**config.mk**
```make
export PLATFORM = sky130hd
export DESIGN_NAME = phasecalc_cordic_flat
export DESIGN_NICKNAME = d
export VERILOG_FILES = /design/src/rtl/phasecalc_cordic_if.sv /design/src/rtl/phasecalc_cordic.sv /design/src/flat_wrapper.sv
export SDC_FILE = /design/constraint.sdc
export NUM_CORES = 1
export LEC_CHECK = 0
export CORE_UTILIZATION = 40
export CTS_BUF_LIST = sky130_fd_sc_hd__clkbuf_2
export DETAILED_ROUTE_END_ITERATION = 8
export GPL_ROUTABILITY_DRIVEN = 0
export PLACE_DENSITY = 0.58
export SLEW_MARGIN = 10
export SYNTH_ARGS = -nofsm -noshare
export SYNTH_HDL_FRONTEND = slang
export SYNTH_SLANG_ARGS = --single-unit
```
**constraint.sdc**
```tcl
create_clock -name clock -period 7.5 [get_ports clock]
set_clock_uncertainty 0.1 [all_clocks]
set_input_delay 1.5 -clock clock [delete_from_list [all_inputs] [get_ports clock]]
set_output_delay 1.5 -clock clock [all_outputs]
set_load 0.005 [all_outputs]
```
**src/rtl/phasecalc_cordic_if.sv**
```systemverilog
// Request/result bundle between the I/Q source and the phase calculator.
// The master drives start/x/y; the slave (the converter) returns the polar result.
interface phasecalc_cordic_if #(
    parameter int INSIZE  = 13,
    parameter int OUTSIZE = 19
);
    logic                      start;
    logic signed [INSIZE-1:0]  x;
    logic signed [INSIZE-1:0]  y;
    logic                      busy;
    logic                      done;
    logic signed [OUTSIZE-1:0] angle;
    logic [INSIZE+1:0]         magnitude;
    logic                      zero;

    modport master (
        output start, x, y,
        input  busy, done, angle, magnitude, zero
    );

    modport slave (
        input  start, x, y,
        output busy, done, angle, magnitude, zero
    );
endinterface

```
**src/rtl/phasecalc_cordic.sv**
```systemverilog
// Four-quadrant rectangular-to-polar converter built on an iterative vectoring CORDIC.
// Angle is degrees*1024 in (-180, +180]; magnitude carries the uncompensated CORDIC gain.
module phasecalc_cordic #(
    parameter int INSIZE     = 13,
    parameter int OUTSIZE    = 19,
    parameter int ITERATIONS = 16,
    parameter int CNTSIZE    = 5
) (
    input  logic              clock,
    input  logic              reset,
    phasecalc_cordic_if.slave bus
);

    localparam int W = INSIZE + 2;

    localparam logic [1:0] IDLE   = 2'd0;
    localparam logic [1:0] ITER   = 2'd1;
    localparam logic [1:0] FINISH = 2'd2;

    localparam logic signed [OUTSIZE-1:0] HALF_TURN = OUTSIZE'(180 * 1024);

    // atan(2^-i) in degrees*1024, rounded to nearest
    localparam int ATAN_TAB [16] = '{46080, 27203, 14373, 7296, 3662, 1833, 917, 458,
                                     229, 115, 57, 29, 14, 7, 4, 2};

    logic [1:0]                state_q, state_d;
    logic signed [W-1:0]       xr_q, xr_d;
    logic signed [W-1:0]       yr_q, yr_d;
    logic signed [OUTSIZE-1:0] acc_q, acc_d;
    logic [CNTSIZE-1:0]        cnt_q, cnt_d;
    logic                      zflag_q, zflag_d;
    logic signed [OUTSIZE-1:0] angle_q, angle_d;
    logic [W-1:0]              mag_q, mag_d;
    logic                      zero_q, zero_d;
    logic                      done_q, done_d;

    logic signed [W-1:0]       xIn;
    logic signed [W-1:0]       yIn;
    logic signed [W-1:0]       xShift;
    logic signed [W-1:0]       yShift;
    logic signed [OUTSIZE-1:0] atanStep;

    assign xIn      = {{2{bus.x[INSIZE-1]}}, bus.x};
    assign yIn      = {{2{bus.y[INSIZE-1]}}, bus.y};
    assign xShift   = xr_q >>> cnt_q;
    assign yShift   = yr_q >>> cnt_q;
    assign atanStep = OUTSIZE'(ATAN_TAB[cnt_q[3:0]]);

    always_comb begin
        state_d = state_q;
        xr_d    = xr_q;
        yr_d    = yr_q;
        acc_d   = acc_q;
        cnt_d   = cnt_q;
        zflag_d = zflag_q;
        angle_d = angle_q;
        mag_d   = mag_q;
        zero_d  = zero_q;
        done_d  = 1'b0;

        case (state_q)
            IDLE: begin
                if (bus.start) begin
                    // Left half-plane vectors are rotated by 180 degrees so the
                    // CORDIC only ever sees x >= 0.
                    if (!bus.x[INSIZE-1]) begin
                        xr_d  = xIn;
                        yr_d  = yIn;
                        acc_d = '0;
                    end else begin
                        xr_d  = -xIn;
                        yr_d  = -yIn;
                        acc_d = bus.y[INSIZE-1] ? -HALF_TURN : HALF_TURN;
                    end
                    cnt_d   = '0;
                    zflag_d = (bus.x == '0) && (bus.y == '0);
                    state_d = ITER;
                end
            end

            ITER: begin
                if (!yr_q[W-1]) begin
                    xr_d  = xr_q + yShift;
                    yr_d  = yr_q - xShift;
                    acc_d = acc_q + atanStep;
                end else begin
                    xr_d  = xr_q - yShift;
                    yr_d  = yr_q + xShift;
                    acc_d = acc_q - atanStep;
                end
                cnt_d = cnt_q + CNTSIZE'(1);
                if (cnt_q == CNTSIZE'(ITERATIONS - 1)) begin
                    state_d = FINISH;
                end
            end

            FINISH: begin
                // -180 is folded onto +180 to keep the range half-open at the bottom
                angle_d = (acc_q == -HALF_TURN) ? HALF_TURN : acc_q;
                mag_d   = xr_q;
                if (zflag_q) begin
                    angle_d = '0;
                    mag_d   = '0;
                end
                zero_d  = zflag_q;
                done_d  = 1'b1;
                state_d = IDLE;
            end

            default: begin
                state_d = IDLE;
            end
        endcase
    end

    always_ff @(posedge clock) begin
        if (!reset) begin
            state_q <= IDLE;
            xr_q    <= '0;
            yr_q    <= '0;
            acc_q   <= '0;
            cnt_q   <= '0;
            zflag_q <= 1'b0;
            angle_q <= '0;
            mag_q   <= '0;
            zero_q  <= 1'b0;
            done_q  <= 1'b0;
        end else begin
            state_q <= state_d;
            xr_q    <= xr_d;
            yr_q    <= yr_d;
            acc_q   <= acc_d;
            cnt_q   <= cnt_d;
            zflag_q <= zflag_d;
            angle_q <= angle_d;
            mag_q   <= mag_d;
            zero_q  <= zero_d;
            done_q  <= done_d;
        end
    end

    assign bus.busy      = (state_q != IDLE);
    assign bus.done      = done_q;
    assign bus.angle     = angle_q;
    assign bus.magnitude = mag_q;
    assign bus.zero      = zero_q;

endmodule

```
**src/flat_wrapper.sv**
```systemverilog
// flat-port wrapper written by rule: the top's interface ports become plain ports
module phasecalc_cordic_flat 
#(
    parameter int INSIZE     = 13,
    parameter int OUTSIZE    = 19,
    parameter int ITERATIONS = 16,
    parameter int CNTSIZE    = 5
)
  (clock, reset, bus_start, bus_x, bus_y, bus_busy, bus_done, bus_angle, bus_magnitude, bus_zero);
  phasecalc_cordic_if #(.INSIZE(INSIZE), .OUTSIZE(OUTSIZE)) bus_i ();
  input  logic clock;
  input  logic reset;
  input wire logic [$bits(bus_i.start)-1:0] bus_start;
  input wire logic [$bits(bus_i.x)-1:0] bus_x;
  input wire logic [$bits(bus_i.y)-1:0] bus_y;
  output wire logic [$bits(bus_i.busy)-1:0] bus_busy;
  output wire logic [$bits(bus_i.done)-1:0] bus_done;
  output wire logic [$bits(bus_i.angle)-1:0] bus_angle;
  output wire logic [$bits(bus_i.magnitude)-1:0] bus_magnitude;
  output wire logic [$bits(bus_i.zero)-1:0] bus_zero;
  assign bus_i.start = bus_start;
  assign bus_i.x = bus_x;
  assign bus_i.y = bus_y;
  assign bus_busy = bus_i.busy;
  assign bus_done = bus_i.done;
  assign bus_angle = bus_i.angle;
  assign bus_magnitude = bus_i.magnitude;
  assign bus_zero = bus_i.zero;
  phasecalc_cordic #(.INSIZE(INSIZE), .OUTSIZE(OUTSIZE), .ITERATIONS(ITERATIONS), .CNTSIZE(CNTSIZE)) u_core (.clock(clock), .reset(reset), .bus(bus_i));
endmodule
```
======== After elaboration in Yosys (flattened, before gate mapping) ========
Memory sizes are Yosys's and may differ from the RTL's.
Cells that the tools add are included.
storage, ports and cells
  logic and storage cells ................. 63
  output and inout bits ................... 37
  memories ................................ 1
  bits of input ports ..................... 29
  memory bits (read-only) ................. 512
  flip-flop bits (word level) ............. 93
memory list
  memory           words  bits a word  rd ports  clocked after memory_dff  wr ports  RTL line                RTL
  (no name shown)  16     32           1         0                         0         phasecalc_cordic.sv:47  assign atanStep = OUTSIZE'(ATAN_TAB[cnt_q[3:0]]);
operators by class
  $add $sub $neg .......................... 9
  mux-type cells .......................... 24
  eq/ne operators ......................... 6
  bitwise logic cells ..................... 1
  magnitude comparators ................... 1
  reduce and logical (&&, ||, !) cells .... 9
  shifts and indexed selects .............. 2
operator list
  kind                  number
  $mux 19               8
  $mux 15               7
  $pmux 15 s2           2
  $pmux 19 s2           1
  $add 15x15->15        2
  $neg 13->15           2
  $sshr 15x5->15        2
  $sub 15x15->15        2
  $logic_not 13->1      2
  $add 19x19->19        1
  $eq 19x19->1 const B  1
  $sub 19x19->19        1
  $pmux 5 s2            1
  $reduce_and 2->1      3
  $add 5x1->5 const B   1
  $eq 5x4->1 const B    1
  $ge 5x5->1 const B    1
  $mux 5                1
  $not 4->5             1
  $mux 2                2
  $pmux 2 s2            1
  $reduce_bool 2->1     2
  $eq 2x1->1 const B    1
  $eq 2x2->1 const B    1
  other kinds (5)       5

======== Logic depth before layout (Yosys ltp) ========
Gate-level depths: netlist of run 1.
  word-level depth ........................ 7
  gate-level depth with buffers ........... 25
  gate-level depth less buffers ........... 21

======== Least setup slack after synthesis of run 1 ========
Ideal clock, no wire load.
  kind .................................... register -> register
  from .................................... register u_core.cnt_q[0]
  to ...................................... register u_core.xr_q[14]
  data required time ...................... 7305 ps
  stages on the path, launching flop included .. 20
  arrival ................................. 4570 ps
  library setup time ...................... 95 ps
  path buffers ............................ 1
  period minus slack after synthesis ...... 4765 ps
  slack ................................... 2735 ps
  path through ............................ dfxtp_1 > buf_6 > mux4_2 > mux4_2 > and2_1 > nor2_1 > ha_1 > and3_1 > nor3_1 > a21oi_1 > o21ai_0 > ha_1 > a2111o_1 > o21ai_0 > o21ai_0 > a31oi_1 > o21ai_0 > or4_1 > a21o_1 > o311ai_1
on the way
  longest elaborated chain between the ends .. 4
  elaborated cells between the ends (all ways) .. 5
  those cells by class .................... add/sub (2); shift (1); mux (2)
RTL lines
  what                                                     RTL line                                        RTL
  start, declared                                          phasecalc_cordic.sv:30                          logic [CNTSIZE-1:0] cnt_q, cnt_d;
  start signal, assigned                                   phasecalc_cordic.sv:133                         cnt_q <= cnt_d;
  $sshr 15x5->15 (*)                                       phasecalc_cordic.sv:46                          assign yShift = yr_q >>> cnt_q;
  $add 15x15->15 / $sub 15x15->15 (equally long branches)  phasecalc_cordic.sv:83, phasecalc_cordic.sv:87
  $mux 15 (*)                                              phasecalc_cordic.sv:82                          if (!yr_q[W-1]) begin
  $pmux 15 s2 (*)                                          phasecalc_cordic.sv:61                          case (state_q)
  end signal, assigned                                     phasecalc_cordic.sv:130                         xr_q <= xr_d;
  end, declared                                            phasecalc_cordic.sv:27                          logic signed [W-1:0] xr_q, xr_d;
Mark *: on every way between the ends. The rest lies on a longest branch, timed or not.
A chain may end at the register's enable or synchronous reset.

======== Worst setup path after layout of run 1 ========
Ends and elaborated chain as after synthesis.

==> results.sh, run 1 <==
export IMPL_tns_ns=0
export IMPL_timing_hold_ws_ns=0.4263
export IMPL_cts_tree="built"
export IMPL_worstRegToRegCells=18
export IMPL_start_kind="flop"
export IMPL_worstSetupPathType="reg -> reg"
export IMPL_final_util=0.4452
export IMPL_dp_slack_ns=1.853
export IMPL_postCtsHoldBufs=0
export IMPL_post_route_period_util=0.7695
export IMPL_finalNetCount=1283
export IMPL_area_growth_pct=9.698
export IMPL_grt_usage=0.2409
export IMPL_synth_top_area_frac=0.2033
export IMPL_switching_share=0.4823
export IMPL_die_y_microns=153.3
export IMPL_setup_ws_ns=1.729
export IMPL_intPower_uw=1314
export IMPL_crit_buf_inv=0
export IMPL_synth_area_leaders="dfxtp_1 (20%), ha_1 (8.2%), nor2_1 (6.4%)"
export IMPL_p_leak_uw=0.003927
export IMPL_dr_pass1_iters=5
export IMPL_crit_cells=18
export IMPL_drive_gt1_frac=0.07860
export IMPL_final_hold_violation_count=0
export IMPL_p_comb_frac=0.620
export IMPL_cpMaxStageDelayCell="dfxtp_2"
export IMPL_cts_repair_resized=0
export IMPL_synth_async_reset_ratio=0
export IMPL_post_cts_buffers=0
export IMPL_drv_slew=0
export IMPL_initial_core_util=0.4058
export IMPL_drt_iter0_drc=727
export IMPL_yosys_warnings=0
export IMPL_cts_buffer_depth=2
export IMPL_arrival_ns=6.17
export IMPL_dieArea_sq_um=23510
export IMPL_min_path_cells=2
export IMPL_pwr_share_seq=0.275
export IMPL_final_instance_count_excl_fill=1483
export IMPL_slowest_delay_ns=1.08
export IMPL_htreeDepth=3
export IMPL_synth_edf_count=0
export IMPL_synth_nets=1271
export IMPL_placedCellCount=1465
export IMPL_synth_commonest_cells="nor2_1 (155), a21oi_1 (99), dfxtp_1 (93), nand2_1 (93), ha_1 (60)"
export IMPL_cp_common_cell="o21ai_0"
export IMPL_wl_microns=28170
export IMPL_power_density_nw_per_um2=252.6
export IMPL_synth_area_per_cell_sq_um=7.769
export IMPL_dp_hpwl_microns=20510
export IMPL_overflow=0
export IMPL_drcViolationCount=0
export IMPL_required_ns=7.90
export IMPL_rows=55
export IMPL_max_slew_margin_rel=0.2574
export IMPL_io_pins=66
export IMPL_via_per_inst=5.932
export IMPL_io_buffer_count=65
export IMPL_clockRootBuffer="clkbuf_2"
export IMPL_grt_pass1_vias=8121
export IMPL_grt_start_max_net_pins=63
export IMPL_rsz0062_at_grt="no"
export IMPL_crit_chain="mux4_2 > mux4_2 > and2_1 > nor2_1 > ha_1 > and3_1 > nor3_1 > a21oi_1 > o21ai_0 > ha_1 > a2111o_1 > o21ai_0 > o21ai_0 > a31oi_1 > o21ai_0 > or4_1 > a21o_1 > o311ai_1"
export IMPL_synth_seq_area_share=0.2033
export IMPL_coreArea_sq_um=22570
export IMPL_synth_cell_types=92
export IMPL_antenna_found_initial=1
export IMPL_tightest_slew_ns=1.110
export IMPL_ant_nets=0
export IMPL_finalSetupViolations=0
export IMPL_path_max_fanout=42
export IMPL_nFillCells=2314
export IMPL_die_w_microns=153.3
export IMPL_maxCapViolations=0
export IMPL_hold_class="reg -> reg"
export IMPL_max_freq_mhz=173.3
export IMPL_synthFlopType="dfxtp_1"
export IMPL_switching_power_uw=1224
export IMPL_period_minus_slack_ns=5.771
export IMPL_outcome="complete, no violations"
export IMPL_cp_end_kind="flop"
export IMPL_power_frac_clock=0.105
export IMPL_clock_sinks=93
export IMPL_crit_family="compound AO/OA/AOI/OAI gates"
export IMPL_ys_seq_elements=93
export IMPL_wl_per_cell_microns=19.00
export IMPL_cts_buffers=9
export IMPL_syn_inst=1179
export IMPL_peakVddDrop_v=0.00009558
export IMPL_vias=8797
export IMPL_grt_pass1_wl_microns=44930
export IMPL_clk_latency_ns=0.64
export IMPL_synth_area_leader_cell="dfxtp_1"
export IMPL_syn_cell_area_sq_um=9160
export IMPL_cts_clk_slew_worst_paths_ns=0.28
export IMPL_synth_most_common_cell="nor2_1"
-- worst paths after layout --
kind	startpoint	to	slack [ns]
setup / recovery	u_core.cnt_q[0]	u_core.xr_q[14]	1.73
hold reg to reg	u_core.bus.magnitude[12]	u_core.bus.magnitude[12]	0.43
hold / removal	u_core.bus.magnitude[12]	u_core.bus.magnitude[12]	0.43
setup reg to reg	u_core.cnt_q[0]	u_core.xr_q[14]	1.73
-- state kept, by name, summed over array words and instances, names as in the netlist --
name,cells
u_core.bus.angle,19
u_core.cnt_q,5
u_core.yr_q,15
u_core.zflag_q,1
u_core.bus.magnitude,15
u_core.bus.zero,1
u_core.xr_q,15
u_core.acc_q,19
u_core.state_q,2
u_core.bus.done,1
-- worst min-delay path: stages (launching register included) --
cell and delay [ns]:
dfxtp_1 0.38, a21oi_1 0.11, nor2_1 0.04
-- per-layer routing --
| metal | vias up | wire length, microns | GRT usage |
|---|---|---|---|
| li1 | 4340 | - | - |
| met1 | 4112 | 13970 | 0.3555 |
| met2 | 313 | 11670 | 0.3573 |
| met3 | 32 | 2172 | 0.05018 |
| met4 | 0 | 364 | 0.04810 |
| met5 | - | 0 | 0 |
-- power groups by stage --
stage | clock network [uW] | registers (uW) | logic, uW
global route | 297 | 707 | 1760
CTS | 283 | 691 | 1550
detailed placement | 0 | 700 | 1540
global placement | 0 | 702 | 1540
finish | 267 | 698 | 1570
floorplan | 0 | 614 | 1270
-- stage by stage --
| step | total power (uW) | cell area (sq um) |
|---|---|---|
| global route | 2761 | 10050 |
| CTS | 2528 | 10040 |
| finish | 2538 | 10050 |
| global placement | 2242 | 9921 |
| detailed placement | 2240 | 9921 |
| floorplan | 1880 | 9160 |
-- cells in the final DEF (no fill, tap or decap), types with 20 or more instances in the layout --
| master | n |
|---|---|
| nor3b_1 | 22 |
| ha_1 | 60 |
| nor2_1 | 155 |
| nand3_1 | 25 |
| nor3_1 | 34 |
| mux2i_1 | 21 |
| nand2_1 | 93 |
| clkdlybuf4s50_1 | 65 |
| xnor2_1 | 45 |
| mux4_2 | 20 |
| o21ai_0 | 58 |
| xor2_1 | 39 |
| a211oi_1 | 22 |
| inv_1 | 31 |
| dfxtp_1 | 90 |
| a21oi_1 | 99 |
-- area by class of cell --
cell class                 instances  area [sq um]  area share
timing repair buffer              80         763.2     0.07596
sequential                        93          1866      0.1857
clock buffer                       9         45.04    0.004483
tap                              285         356.6     0.03549
inverter                          35         131.4     0.01307
antenna                            2         5.005   0.0004981
multi-input combinational        972          6804      0.6771
clock inverter                     7         77.57    0.007720
-- logic make-up (layout without fill, tap and decap cells) --
logic type | after synthesis | count (layout) | synth area share
AOI/OAI and AO/OA | 335 | 335 | 0.2416
muxes | 59 | 59 | 0.1041
adders and majority gates | 63 | 63 | 0.08851
xor gates and xnor gates | 84 | 84 | 0.08032
DFF | 93 | 93 | 0.2033
buffers and inverters | 114 | 131 | 0.05505
and+or+nand+nor | 431 | 431 | 0.2272
other | 0 | 2 | 0
(Power assumes the default switching activity.)
==> run 2, diff against run 1 <==
--- a/config.mk
+++ b/config.mk
@@ -9,7 +9,7 @@
 export CTS_BUF_LIST = sky130_fd_sc_hd__clkbuf_2
 export DETAILED_ROUTE_END_ITERATION = 8
 export GPL_ROUTABILITY_DRIVEN = 0
-export PLACE_DENSITY = 0.58
+export PLACE_DENSITY = 0.6
 export SLEW_MARGIN = 10
 export SYNTH_ARGS = -nofsm -noshare
 export SYNTH_HDL_FRONTEND = slang
==> constraint.sdc (replaced) <==
create_clock -name clock -period 5.1 [get_ports clock]
set_clock_uncertainty 0.1 [all_clocks]
set_input_delay 1.02 -clock clock [delete_from_list [all_inputs] [get_ports clock]]
set_output_delay 1.02 -clock clock [all_outputs]
set_load 0.005 [all_outputs]
==> results.sh, run 2 (synthesis gave the netlist of run 1 again) <==
export IMPL_fin_area_sq_um=10450
export IMPL_clk_latency_ns=0.64
export IMPL_drv_slew=0
export IMPL_tightest_slew_ns=1.090
export IMPL_p_leak_uw=0.004168
export IMPL_dr_pass1_iters=5
export IMPL_power_density_nw_per_um2=369.6
export IMPL_postCtsHoldBufs=0
export IMPL_overflow=0
export IMPL_tns_ns=0
export IMPL_die_y_microns=153.3
export IMPL_grt_pass1_vias=8359
export IMPL_final_instance_count_excl_fill=1526
export IMPL_htreeDepth=3
export IMPL_rows=55
export IMPL_vias=9081
export IMPL_top_layer="met4"
export IMPL_max_freq_mhz=201.3
export IMPL_via_per_inst=5.951
export IMPL_start_kind="flop"
export IMPL_finalNetCount=1327
export IMPL_ant_nets=0
export IMPL_period_minus_slack_ns=4.968
export IMPL_mostFrequentLayoutCells="nor2_1 (154), a21oi_1 (99), nand2_1 (93)"
export IMPL_io_pins=66
export IMPL_antenna_found_initial=1
export IMPL_drive_gt1_frac=0.1137
export IMPL_cts_buffers=9
export IMPL_initial_core_util=0.4058
export IMPL_cts_clk_slew_worst_paths_ns=0.36
export IMPL_arrival_ns=5.43
export IMPL_grt_usage=0.2459
export IMPL_wl_per_cell_microns=19.00
export IMPL_outcome="complete, no violations"
export IMPL_final_common_cell="nor2_1"
export IMPL_cts_buffer_depth=2
export IMPL_maxCapViolations=0
export IMPL_grt_pass1_wl_microns=46000
export IMPL_drcViolationCount=0
export IMPL_io_buffer_count=65
export IMPL_cp_end_kind="flop"
export IMPL_path_max_fanout=5
export IMPL_wl_met2_microns=12430
export IMPL_area_growth_pct=14.03
export IMPL_required_ns=5.56
export IMPL_cts_tree="built"
export IMPL_grt_start_max_net_pins=60
export IMPL_final_hold_violation_count=0
export IMPL_placedCellCount=1503
export IMPL_wl_met3_microns=2170
export IMPL_post_route_period_util=0.9740
export IMPL_clock_sinks=93
export IMPL_dieArea_sq_um=23510
export IMPL_drt_iter0_drc=811
export IMPL_die_w_microns=153.3
export IMPL_worstSetupPathType="reg -> reg"
export IMPL_clockRootBuffer="clkbuf_2"
export IMPL_dp_hpwl_microns=22030
export IMPL_wl_met1_microns=13940
export IMPL_timing_hold_ws_ns=0.4240
export IMPL_wl_microns=29000
export IMPL_hold_class="reg -> reg"
export IMPL_peakVddDrop_v=0.0001580
export IMPL_max_slew_margin_rel=0.2711
export IMPL_finalSetupViolations=0
export IMPL_placed_cell_area_sq_um=10230
export IMPL_coreArea_sq_um=22570
run 2: metrics by stage:
stage                       util  worst slack (ns)  total power [uW]
final                     0.4627            0.1324              3860
after global routing      0.4627          -0.02715              4175
after CTS                 0.4592           0.01186              3801
after detailed placement  0.4533           0.09580              3362
after global placement    0.4533            0.1947              3345
after floorplan                -            0.3350              2764
run 2: worst max-delay path, stage by stage, from the launching register on:
cell and delay (ns):
dfxtp_4 0.42, clkbuf_2 0.16, nor2_4 0.16, mux2_2 0.37
mux4_2 0.50, and2_1 0.22, nor2_2 0.12, ha_1 0.21
and3_1 0.19, nor3_1 0.05, a21oi_1 0.11, o21ai_0 0.09
ha_1 0.38, a2111o_1 0.43, o21ai_0 0.17, o21ai_1 0.12
a31oi_1 0.27, o21ai_1 0.16, or4_1 0.41, a21o_1 0.19
o311ai_1 0.06
run 2: per-layer routing:
| layer | up-vias | GRT usage |
|---|---|---|
| li1 | 4428 | - |
| met1 | 4279 | 0.3511 |
| met2 | 338 | 0.3768 |
| met3 | 36 | 0.04933 |
| met4 | 0 | 0.05772 |
| met5 | - | 0 |
run 2: layout make-up:
| type | count | area [sq um] |
|---|---|---|
| diodes | 1 | 2.502 |
| clock buffers | 9 | 45.04 |
| clock inverters | 7 | 88.84 |
| fillers | 2292 | 12130 |
| inverters | 35 | 131.4 |
| multi-input cells | 972 | 6830 |
| flip-flops and latches | 93 | 1871 |
| well taps | 285 | 356.6 |
| repair buffers | 124 | 1120 |
run 2: timing repair:
action	CTS	global route
gates resized for setup	0	10
setup buffers	0	6
endpoints found under the setup margin	0	8
run 2: power breakdown:
group	total [uW]	switching [uW]	internal, uW
Combinational	2480	1350	1130
Clock	422	333	88.8
Sequential	961	152	809
run 2: final timing paths:
| kind | depth (start not counted) | to | slack, ns | start |
|---|---|---|---|---|
| worst min register to register | 2 | u_core.bus.angle[14] | 0.42 | u_core.bus.angle[14] |
| worst max register to register | 20 | u_core.xr_q[14] | 0.13 | u_core.cnt_q[0] |
| worst min-delay path | 2 | u_core.bus.angle[14] | 0.42 | u_core.bus.angle[14] |
| worst max-delay path | 20 | u_core.xr_q[14] | 0.13 | u_core.cnt_q[0] |
==> run 3, diff against run 2 <==
--- a/config.mk
+++ b/config.mk
@@ -9,7 +9,8 @@
 export CTS_BUF_LIST = sky130_fd_sc_hd__clkbuf_2
 export DETAILED_ROUTE_END_ITERATION = 8
 export GPL_ROUTABILITY_DRIVEN = 0
-export PLACE_DENSITY = 0.6
+export PLACE_DENSITY = 0.58
+export RECOVER_POWER = 100
 export SLEW_MARGIN = 10
 export SYNTH_ARGS = -nofsm -noshare
 export SYNTH_HDL_FRONTEND = slang
==> constraint.sdc (replaced) <==
create_clock -name clock -period 5.64 [get_ports clock]
set_clock_uncertainty 0.1 [all_clocks]
set_input_delay 1.128 -clock clock [delete_from_list [all_inputs] [get_ports clock]]
set_output_delay 1.128 -clock clock [all_outputs]
set_load 0.005 [all_outputs]
==> results.sh, run 3 (synthesis gave the netlist of run 1 again) <==
export IMPL_cp_startpoint="u_core.cnt_q[1]"
export IMPL_path_max_fanout=31
export IMPL_final_instance_count_excl_fill=1494
export IMPL_clockRootBuffer="clkbuf_2"
export IMPL_outcome="complete, but fails checks"
export IMPL_wl_per_cell_microns=19.20
export IMPL_hold_class="reg -> reg"
export IMPL_p_leak_uw=0.004123
export IMPL_die_y_microns=153.3
export IMPL_grt_usage=0.2446
export IMPL_drcViolationCount=0
export IMPL_crit_chain="nor2_2 > mux2_2 > mux4_2 > and2_1 > nor2_1 > ha_1 > and3_1 > nor3_1 > a21oi_1 > o21ai_0 > ha_1 > a2111o_1 > o21ai_0 > o21ai_0 > a31oi_1 > o21ai_0 > or4_1 > a21o_1 > o311ai_1"
export IMPL_dieArea_sq_um=23510
export IMPL_seq_area_sq_um=1871
export IMPL_grt_start_max_net_pins=64
export IMPL_area_growth_pct=10.59
export IMPL_max_freq_mhz=190.4
export IMPL_crit_family="compound AO/OA/AOI/OAI gates"
export IMPL_slowest_delay_ns=0.55
export IMPL_io_pins=66
export IMPL_rows=55
export IMPL_final_common_cell="nor2_1"
export IMPL_cts_buffer_depth=2
export IMPL_finalSetupViolations=0
export IMPL_drive_gt1_frac=0.08285
export IMPL_ant_nets=0
export IMPL_drv_slew=38
export IMPL_cp_end_kind="flop"
export IMPL_timing_hold_ws_ns=0.4254
export IMPL_max_slew_margin_rel=-0.1135
export IMPL_finalNetCount=1294
export IMPL_peakVddDrop_v=0.0001312
export IMPL_final_hold_violation_count=0
export IMPL_maxCapViolations=1
export IMPL_vias=8890
export IMPL_wl_met2_microns=11720
export IMPL_cp_common_cell="o21ai_0"
export IMPL_r2r_start="u_core.cnt_q[1]"
export IMPL_tightest_slew_ns=1.670
export IMPL_wl_microns=28680
export IMPL_initial_core_util=0.4058
export IMPL_via_per_inst=5.950
export IMPL_grt_pass1_wl_microns=45550
export IMPL_worstRegToRegCells=19
export IMPL_crit_cells=19
export IMPL_htreeDepth=3
export IMPL_clock_sinks=93
export IMPL_cpMaxStageDelayCell="dfxtp_4"
export IMPL_rsz0062_at_grt="no"
export IMPL_post_route_period_util=0.9314
export IMPL_dr_pass1_iters=5
export IMPL_start_kind="flop"
export IMPL_nFillCells=2283
export IMPL_cts_clk_slew_worst_paths_ns=0.36
export IMPL_mostFrequentLayoutCells="nor2_1 (155), a21oi_1 (99), nand2_1 (93)"
export IMPL_coreArea_sq_um=22570
export IMPL_required_ns=6.05
export IMPL_multi_input_area_sq_um=6802
export IMPL_cts_buffers=9
export IMPL_cts_tree="built"
export IMPL_clk_latency_ns=0.66
export IMPL_r2r_slack_ns=0.39
export IMPL_worstSetupPathType="reg -> reg"
export IMPL_die_w_microns=153.3
export IMPL_antenna_found_initial=1
export IMPL_period_minus_slack_ns=5.253
export IMPL_power_density_nw_per_um2=336.3
export IMPL_crit_buf_inv=0
export IMPL_dp_hpwl_microns=21130
export IMPL_wl_met3_microns=2154
export IMPL_wl_met1_microns=14170
export IMPL_violations="capacitance limit, slew limit"
export IMPL_io_buffer_count=65
export IMPL_arrival_ns=5.66
export IMPL_placedCellCount=1475
export IMPL_top_layer="met4"
export IMPL_grt_pass1_vias=8266
export IMPL_drt_iter0_drc=771
export IMPL_overflow=0
export IMPL_r2r_end="u_core.xr_q[14]"
export IMPL_worstSetupEndpoint="u_core.xr_q[14]"
export IMPL_tns_ns=0
-- run 3: cell count changes in the layout (fill, tap and decap cells not counted), sizes merged --
cell           delta
clkbuf            +1
clkdlybuf4s50    -38
inv               -1
buf              -34
clkinv            +1
dlygate4sd3      +38
diode             +1
-- run 3: worst min-delay path by stage --
stage / start / endpoint / slack (ns) / cells past startpoint
6_report: u_core.bus.angle[14] / u_core.bus.angle[14] / 0.43 / 2
3_3_place_gp: u_core.bus.angle[4] / u_core.bus.angle[4] / 0.37 / 2
4_1_cts: u_core.bus.angle[14] / u_core.bus.angle[14] / 0.43 / 2
2_1_floorplan: u_core.yr_q[0] / u_core.yr_q[0] / 0.36 / 2
3_5_place_dp: u_core.bus.magnitude[5] / u_core.bus.magnitude[5] / 0.38 / 2
5_1_grt: u_core.bus.magnitude[2] / u_core.bus.magnitude[2] / 0.44 / 2
-- run 3: final cells by class --
type / count / share of cell area
inverters: 35 / 0.01297
flip-flops and latches: 93 / 0.1847
multi-input cells: 972 / 0.6714
clock inverters: 7 / 0.008029
well taps: 285 / 0.03520
clock buffers: 9 / 0.004447
repair buffers: 91 / 0.08276
diodes: 2 / 0.0004941
-- run 3: repair_timing --
action,4_1_cts,5_1_grt
endpoints found under the setup margin,0,3
hold buffers,0,0
buffers inserted,0,1
resized for setup,0,2
-- run 3: metal layers --
layer | up-vias | GRT usage
li1 | 4375 | -
met1 | 4175 | 0.3592
met2 | 294 | 0.3516
met3 | 46 | 0.05047
met4 | 0 | 0.07985
met5 | - | 0
-- run 3: worst min-delay path, delay by kind of cell (launching register included) --
family,cells,cell delay [ns]
AOI/OAI and AO/OA,1,0.12
DFF,1,0.38
and+or+nand+nor,1,0.04
-- run 3: metrics by stage --
stage	util	instance area, sq um	power, uW	worst slack (ns)
finish	0.4488	10130	3407	0.3868
global placement	0.4428	9996	2992	0.4949
detailed placement	0.4428	9996	2995	0.4173
floorplan	-	9160	2499	0.8750
CTS	0.4484	10120	3387	0.2489
global route	0.4488	10130	3704	0.007987
-- run 3: where the power goes --
group,leakage [uW],switching (uW),internal (uW)
combinational,0.00329,1180,943
clock,0.0000756,293,76.3
sequential,0.000761,187,731
total,0.00412,1660,1750
